**src/rtl/uart_pkg.sv**
```systemverilog
// Shared types for the parametrised UART transmitter: FSM state encoding and
// parity mode codes (parity is only used when UART_TX_PARITY_EN is defined).
package uart_pkg;

  typedef enum logic [2:0] {IDLE, START, DATA, PARITY, STOP} tx_state_t;

  localparam logic [1:0] PAR_NONE = 2'b00;
  localparam logic [1:0] PAR_EVEN = 2'b01;
  localparam logic [1:0] PAR_ODD  = 2'b10;

endpackage

```
**src/rtl/uart_tx_param_baud_gen.sv**
```systemverilog
// Bit-period counter: counts 0..CLK_DIV-1 on sysclk and strobes bit_end on the
// last count; clear parks it at 0 so a frame starts on a full period.
module baud_gen #(
  parameter int CLK_DIV = 5208
) (
  input  logic sysclk,
  input  logic rst_n,
  input  logic clear,
  output logic bit_end
);

  localparam int CW = (CLK_DIV > 1) ? $clog2(CLK_DIV) : 1;
  localparam logic [CW-1:0] LAST = CW'(CLK_DIV - 1);

  logic [CW-1:0] cnt;

  always_ff @(posedge sysclk or negedge rst_n) begin
    if (!rst_n)                cnt <= '0;
    else if (clear || bit_end) cnt <= '0;
    else                       cnt <= cnt + CW'(1);
  end

  assign bit_end = (cnt == LAST);

endmodule

```
**src/rtl/uart_tx_param.sv**
```systemverilog
// Parametrised UART transmitter with valid/ready holding register.
// Optional parity (parity_mode port, PARITY state) under UART_TX_PARITY_EN.
module uart_tx_param
  import uart_pkg::*;
#(
  parameter int CLK_DIV   = 5208,
  parameter int DATA_BITS = 8,
  parameter int STOP_BITS = 1
) (
  input  logic                 sysclk,
  input  logic                 rst_n,
  input  logic [DATA_BITS-1:0] tx_data,
  input  logic                 tx_valid,
  output logic                 tx_ready,
`ifdef UART_TX_PARITY_EN
  input  logic [1:0]           parity_mode,
`endif
  output logic                 txd,
  output logic                 busy
);

  localparam int BW = $clog2(DATA_BITS + 1);
  localparam logic [BW-1:0] DLAST = BW'(DATA_BITS - 1);
  localparam logic [BW-1:0] SLAST = BW'(STOP_BITS - 1);

  tx_state_t state, state_n;
  logic full, full_n, hs, load, bit_end, txd_n;
  logic [DATA_BITS-1:0] hold_data, shift_reg, shift_n;
  logic [BW-1:0] bit_cnt, bit_cnt_n;

  assign tx_ready = !full;
  assign hs       = tx_valid && !full;

  baud_gen #(.CLK_DIV(CLK_DIV)) u_baud (
    .sysclk (sysclk),
    .rst_n  (rst_n),
    .clear  (state == IDLE),
    .bit_end(bit_end)
  );

`ifdef UART_TX_PARITY_EN
  logic [1:0] hold_mode;
  logic       par_en, par_bit;

  // Mode and parity bit are frozen per frame at load, from the held entry.
  always_ff @(posedge sysclk or negedge rst_n) begin
    if (!rst_n) begin
      hold_mode <= PAR_NONE;
      par_en    <= 1'b0;
      par_bit   <= 1'b0;
    end else begin
      if (hs) hold_mode <= parity_mode;
      if (load) begin
        par_en  <= (hold_mode == PAR_EVEN) || (hold_mode == PAR_ODD);
        par_bit <= (^hold_data) ^ (hold_mode == PAR_ODD);
      end
    end
  end
`endif

  always_comb begin
    state_n   = state;
    shift_n   = shift_reg;
    bit_cnt_n = bit_cnt;
    load      = 1'b0;
    case (state)
      IDLE:  if (full) load = 1'b1;
      START: if (bit_end) state_n = DATA;
      DATA: if (bit_end) begin
        if (bit_cnt == DLAST) begin
          bit_cnt_n = '0;
`ifdef UART_TX_PARITY_EN
          state_n   = par_en ? PARITY : STOP;
`else
          state_n   = STOP;
`endif
        end else begin
          bit_cnt_n = bit_cnt + BW'(1);
          shift_n   = shift_reg >> 1;
        end
      end
      PARITY: if (bit_end) state_n = STOP;
      STOP: if (bit_end) begin
        if (bit_cnt == SLAST) begin
          bit_cnt_n = '0;
          if (full) load = 1'b1;
          else      state_n = IDLE;
        end else begin
          bit_cnt_n = bit_cnt + BW'(1);
        end
      end
      default: state_n = IDLE;
    endcase
    if (load) begin
      state_n   = START;
      shift_n   = hold_data;
      bit_cnt_n = '0;
    end

    full_n = full;
    if (load) full_n = 1'b0;
    if (hs)   full_n = 1'b1;

    // Line level follows the next state so txd leaves a flop with no input path.
    case (state_n)
      START:   txd_n = 1'b0;
      DATA:    txd_n = shift_n[0];
`ifdef UART_TX_PARITY_EN
      PARITY:  txd_n = par_bit;
`endif
      default: txd_n = 1'b1;
    endcase
  end

  always_ff @(posedge sysclk or negedge rst_n) begin
    if (!rst_n) begin
      state     <= IDLE;
      full      <= 1'b0;
      hold_data <= '0;
      shift_reg <= '0;
      bit_cnt   <= '0;
      txd       <= 1'b1;
      busy      <= 1'b0;
    end else begin
      state     <= state_n;
      full      <= full_n;
      shift_reg <= shift_n;
      bit_cnt   <= bit_cnt_n;
      txd       <= txd_n;
      busy      <= full_n || (state_n != IDLE);
      if (hs) hold_data <= tx_data;
    end
  end

endmodule

```
**config.mk**
```make
export PLATFORM = sky130hd
export DESIGN_NAME = uart_tx_param
export DESIGN_NICKNAME = d
export VERILOG_FILES = /design/src/rtl/uart_pkg.sv /design/src/rtl/uart_tx_param_baud_gen.sv /design/src/rtl/uart_tx_param.sv
export SDC_FILE = /design/constraint.sdc
export NUM_CORES = 1
export LEC_CHECK = 0
export CELL_PAD_IN_SITES_DETAIL_PLACEMENT = 1
export CELL_PAD_IN_SITES_GLOBAL_PLACEMENT = 1
export CORE_UTILIZATION = 40
export DETAILED_ROUTE_END_ITERATION = 16
export GPL_ROUTABILITY_DRIVEN = 0
export GPL_TIMING_DRIVEN = 0
export PLACE_DENSITY_LB_ADDON = 0.1
export RECOVER_POWER = 25
export SLEW_MARGIN = 20
export SYNTH_ARGS = -nofsm -noshare
export SYNTH_HDL_FRONTEND = slang
export SYNTH_HIERARCHICAL = 1
export SYNTH_SLANG_ARGS = --single-unit
```
**constraint.sdc**
```tcl
create_clock -name sysclk -period 3.4 [get_ports sysclk]
set_clock_uncertainty 0.15 [all_clocks]
set_input_delay 0.34 -clock sysclk [delete_from_list [all_inputs] [get_ports sysclk]]
set_output_delay 0.34 -clock sysclk [all_outputs]
set_load 0.01 [all_outputs]
```
# Word-level counts from Yosys, hierarchy flattened
# Cells that the tools add are included.
[classes]
n_addsub = 2
mul = 0
div = 0
magnitude_cmp = 0
eq_ne = 11
shift = 0
mux = 27
bitwise = 0
n_reduce_logical = 12
[ops]
columns = ["cell", "n"]
rows = [
  ["8-bit two-way mux", 4],
  ["3-bit two-way mux", 8],
  ["4-bit two-way mux", 5],
  ["3-bit one-hot mux with 5 select lines", 1],
  ["13-bit by 1-bit adder with 13-bit output (second input constant)", 1],
  ["13-bit == test (second input constant)", 1],
  ["13-bit two-way mux", 1],
  ["3-bit by 2-bit == test with 1-bit output (second input constant)", 3],
  ["4-bit one-hot mux with 2 select lines", 1],
  ["3-bit by 1-bit == test with 1-bit output (second input constant)", 2],
  ["3-bit by 2-bit != test with 1-bit output (second input constant)", 2],
  ["3-bit AND reduction", 2],
  ["3-bit nonzero test", 2],
  ["1-bit two-way mux", 5],
  ["4-bit by 1-bit adder with 4-bit output (second input constant)", 1],
  ["4-bit by 3-bit == test with 1-bit output (second input constant)", 1],
  ["4-bit logical NOT", 1],
  ["1-bit one-hot mux with 2 select lines", 2],
  ["2-bit nonzero test", 2],
  ["3-bit == test (second input constant)", 1],
  ["3-bit logical NOT", 1],
  ["1-bit logical OR", 2],
  ["2-bit != test (second input constant)", 1],
  ["1-bit logical AND", 1],
  ["1-bit logical NOT", 1],
]
[totals]
ff_bits = 39
latch_bits = 0
ramBits = 0
mem_bits_ro = 0
input_bits = 11
output_inout_bits = 3
memories = 0

# Longest topological paths before layout
[depth]
depth_word = 7
ltp_mapped = 8
ltp_nobuf = 7

# Hierarchy
# The synthesis kept the hierarchy.
[by_module_without_submodules]
columns = ["module", "instances", "cells_per_inst", "area_each_um2"]
rows = [
  ["uart_tx_param", 1, 109, 1297.5],
  ["baud_gen", 1, 68, 685.7],
]

# Least setup slack after synthesis
# No wires, ideal clock.
[synth_path]
path_type = "reg2reg"
from = "register u_baud.cnt[9]"
to = "register shift_reg[0]"
setup_time_ns = 0.079
arrival_time_ns = 2.132
required_time_ns = 3.171
slack_ns = 1.038
path_stages_with_launch = 7
n_path_buf = 1
cell_sequence = "dfrtp_1 nor4b_1 and4_1 nand4bb_4 a2111oi_4 buf_6 mux2i_1"
[synth_between]
elab_chain_cells = 4
[synth_lines]
columns = ["element", "line", "source"]
rows = [
  ["start, declared", "uart_tx_param_baud_gen.sv:15", "logic [CW-1:0] cnt;"],
  ["start signal, assigned", "uart_tx_param_baud_gen.sv:20", "else cnt <= cnt + CW'(1);"],
  ["13-bit == test (*)", "uart_tx_param_baud_gen.sv:23", "assign bit_end = (cnt == LAST);"],
  ["named net bit_end", "uart_tx_param.sv:27", "logic full, full_n, hs, load, bit_end, txd_n;"],
  ["1-bit two-way mux / 8-bit two-way mux (equally long branches)", "uart_tx_param.sv:83, uart_tx_param.sv:69", ""],
  ["1-bit one-hot mux with 2 select lines / 8-bit two-way mux (equally long branches)", "uart_tx_param.sv:66", "case (state)"],
  ["8-bit two-way mux (*)", "uart_tx_param.sv:94", "if (load) begin"],
  ["named net shift_n[0]", "uart_tx_param.sv:28", "logic [DATA_BITS-1:0] hold_data, shift_reg, shift_n;"],
  ["end signal, assigned", "uart_tx_param.sv:127", "shift_reg <= shift_n;"],
  ["end, declared", "uart_tx_param.sv:28", ""],
]
# Mark *: on every way through the listed nets, which the timed path passes. The rest lies on a longest branch. The select of a mux whose other input is x is not followed.
# A chain may end at the register's enable or synchronous reset.

# Final worst setup path
[layout_path]
from = "register u_baud.cnt[9]"
to = "register shift_reg[5]"
[layout_between]
elab_chain_cells = 5
[layout_lines]
columns = ["element", "line", "source"]
rows = [
  ["13-bit == test (*)", "uart_tx_param_baud_gen.sv:23", ""],
  ["named net bit_end", "uart_tx_param.sv:27", ""],
  ["1-bit two-way mux", "uart_tx_param.sv:83", "STOP: if (bit_end) begin"],
  ["1-bit one-hot mux with 2 select lines", "uart_tx_param.sv:66", ""],
  ["2-bit != test (no line) / 2-bit nonzero test (equally long branches)", "--", ""],
  ["3-bit AND reduction (no line)", "--", ""],
]
# Mark *: on every way through the listed nets, which the timed path passes. The rest lies on a longest branch.

==> key figures <==
Run status
  – Outcome: complete, but fails checks
  – Violated checks: max-capacitance violations, max-slew violations

Timing
  – Final hold vios: 0
  – Worst Hold Slack: 0.3307 ns
  – Max_slew headroom: -2.730%
  – Setup violations, final: 0
  – TNS Setup: 0 ns
  – Final min period: 2.794 ns
  – Slew @ Worst Pin: around 1.5 ns
  – Pins Over Slew Limit: 29
  – Unrepaired setup endpoints after global routing: false
  – Fin crit share: 82.18%
  – FMAX: between 300 and 400 MHz

Cells and area
  – Fill cells: 533
  – Layout cells sized above 1: 22.11%
  – Ant. Diodes: 0
  – Synth-to-Final Area Change: 15.58%
  – Register area: slightly below 1000 um^2
  – Final net count: 213
  – Footprint of the multi-input gates: slightly above 900 um^2
  – Number of flip-flops in the largest register: 13

Clock network
  – Clock Path Buffers: 2
  – CTS tree: built
  – H-tree Lvls: 2
  – Setup Fix Bufs, Post-CTS: 0
  – Clock Latency Late Sink: 0.28 ns
  – Clock Tree Root: clkbuf_8
  – TritonCTS Buffers: 5
  – Clk slew on worst S/H paths: 0.07 ns
  – Number of clock sinks: 39
  – Post-CTS sizing: 0

Detailed routing
  – DR WL/cell: 15.31 um
  – Initial DRC Count: 62
  – Drt total wl: 4073 um
  – Via count: 1403
  – Post-DRT Antenna Nets: 0
  – Post-route DRC: 0
  – TritonRoute pass-1 iters: 4
  – Via/cell ratio: 5.274

Pwr
  – Leakage: 0.9632 nW
  – VDD IR max: about 0.00025 V
  – Pwr Density: ~560 nW/um^2

Die
  – Core ar.: 4755 um^2
  – Area of the die: 5243 um^2
  – I/O pin cnt: 14
  – Rows: 25
  – Die X: slightly above 70 um
  – Starting Density: 41.71%
  – Die H: 72.41 um

Worst setup path
  – Worst-path fanout max: 9
  – Startpoint types: flop
  – Crit end category: flop
  – WS Path Type: flop to flop
  – WP data arrival: between 2 and 3 ns
  – Critical path data required time: 3.42 ns

Synthesis
  – Ys async rst share: 100.0%
  – Mapped Cells: between 150 and 200
  – Mapped Avg Cell Area: 11.20 um^2
  – Synth top area cells: dfrtp_1 (48%), mux2_2 (4.5%), a22o_2 (3.0%), a21oi_1 (2.8%), a21o_1 (2.3%)
  – EDFF count, synth: 0
  – Top_reg_cell synth: dfrtp_1
  – Syn_nets: 191
  – Synth Warn #: 6
  – Sequential area share after synthesis: around 50%
  – Unique masters post-synth: 48
  – Synth Register Bits: 39
  – Mapped cell area: 1983 um^2
  – Post-synth top area share: around 48%
  – Leading area contributor after synthesis: dfrtp_1

Placed design
  – I/O Buffers: 13
  – Detail Placement HPWL: between 3000 and 4000 um

Flow run
  – Max Cap Viol: 1

Global routing
  – Initial antenna violation count: 0
  – Largest net degree at the start of global routing: 29
  – Overflow after GRT: 0
  – Vias in the first global route: about 1500
  – First-pass GRT wire length: 7127 um
  – GRT Resource Usage Total: 17.84%

Min path
  – Hold Crit Class: flop to flop
cells in the mapped netlist (4+ instances only):
library cell,n
dfrtp_1,38
a21oi_1,11
nand2_1,10
nor2_1,9
mux2_2,8
nand3_1,8
inv_1,7
a21o_1,6
a22o_2,6
o21ai_0,6
nor3b_1,5
o31ai_1,4
or3_1,4
metal layers:
metal  routed length [um]  up-vias  GRT usage [%]
met1                 2044      695          24.84
met5                    0        -              0
met3                  113        5          3.750
met4                   44        0          6.100
li1                     -      685              -
met2                 1871       18          27.62
placed cells by master (no fill, tap or decap), types with 3 or more instances in the layout:
cell,instances
buf_2,3
a21o_1,6
inv_1,7
ha_1,3
a21oi_1,11
dfrtp_1,38
nor3b_1,5
mux2_2,8
xor2_1,3
mux2i_1,3
or4_1,3
o21ai_0,6
or3_1,4
buf_6,3
clkbuf_8,6
o31ai_1,4
nand2_1,10
clkbuf_1,4
a22o_2,6
nor2_1,9
clkdlybuf4s50_1,12
nor2b_1,3
nand3_1,8
final timing paths:
kind / start / to / slack, ns / cells past startpoint
max: u_baud/cnt[9] / shift_reg[5] / 0.61 / 6
min: shift_reg[2] / shift_reg[2] / 0.33 / 1
max reg2reg: u_baud/cnt[9] / shift_reg[5] / 0.61 / 6
min reg2reg: shift_reg[2] / shift_reg[2] / 0.33 / 1
max in group asynchronous: rst_n / bit_cnt[2] / 0.83 / 3
min in group asynchronous: rst_n / u_baud/cnt[8] / 0.43 / 2
report_power, final:
group          switching [mW]  internal, mW
clock                   0.150         0.159
combinational           0.147         0.153
sequential             0.0839         0.595
total                   0.381         0.908
through the flow:
| step | area, um^2 | utilization [%] | instances | power [mW] | setup slack, ns |
|---|---|---|---|---|---|
| 2_1_floorplan | 1983 | - | 177 | 0.8887 | 1.038 |
| 3_5_place_dp | 2212 | 46.53 | 258 | 0.9960 | 0.6030 |
| 5_1_grt | 2292 | 48.21 | 266 | 1.379 | 0.3272 |
| 4_1_cts | 2310 | 48.58 | 266 | 1.315 | 0.5836 |
| 6_report | 2292 | 48.21 | 266 | 1.288 | 0.6059 |
| 3_3_place_gp | 2197 | 46.21 | 257 | 0.9684 | 0.5829 |
repair_timing:
action                                 4_1_cts  5_1_grt
endpoints found under the hold margin       11        0
hold buffers                                 1        0
setup endpoints to repair                    0        0
critical path, cell delays in order (launching register included):
cell and delay, ns:
dfrtp_1 0.44, nor4b_1 0.39, and4_1 0.43, nand4bb_4 0.16, a2111oi_4 0.70, nor2_2 0.19
a21o_1 0.23
cell families after synthesis:
kind of cell	count (synthesis)	synth area share (%)
and+or+nand+nor	65	21.51
AOI/OAI and AO/OA	40	15.33
DFF	39	49.27
buffers and inverters	15	4.164
muxes	11	6.057
xor gates and xnor gates	4	1.767
adders and majority gates	3	1.893
layout make-up:
type,count,share of cell area (%)
plain buffers,8,2.456
clock inverters,1,0.2183
inverters,7,1.146
well taps,67,3.657
multi-input cells,123,40.28
repair buffers,15,6.004
clock buffers,6,3.603
flip-flops and latches,39,42.63
(Power assumes the default switching activity.)
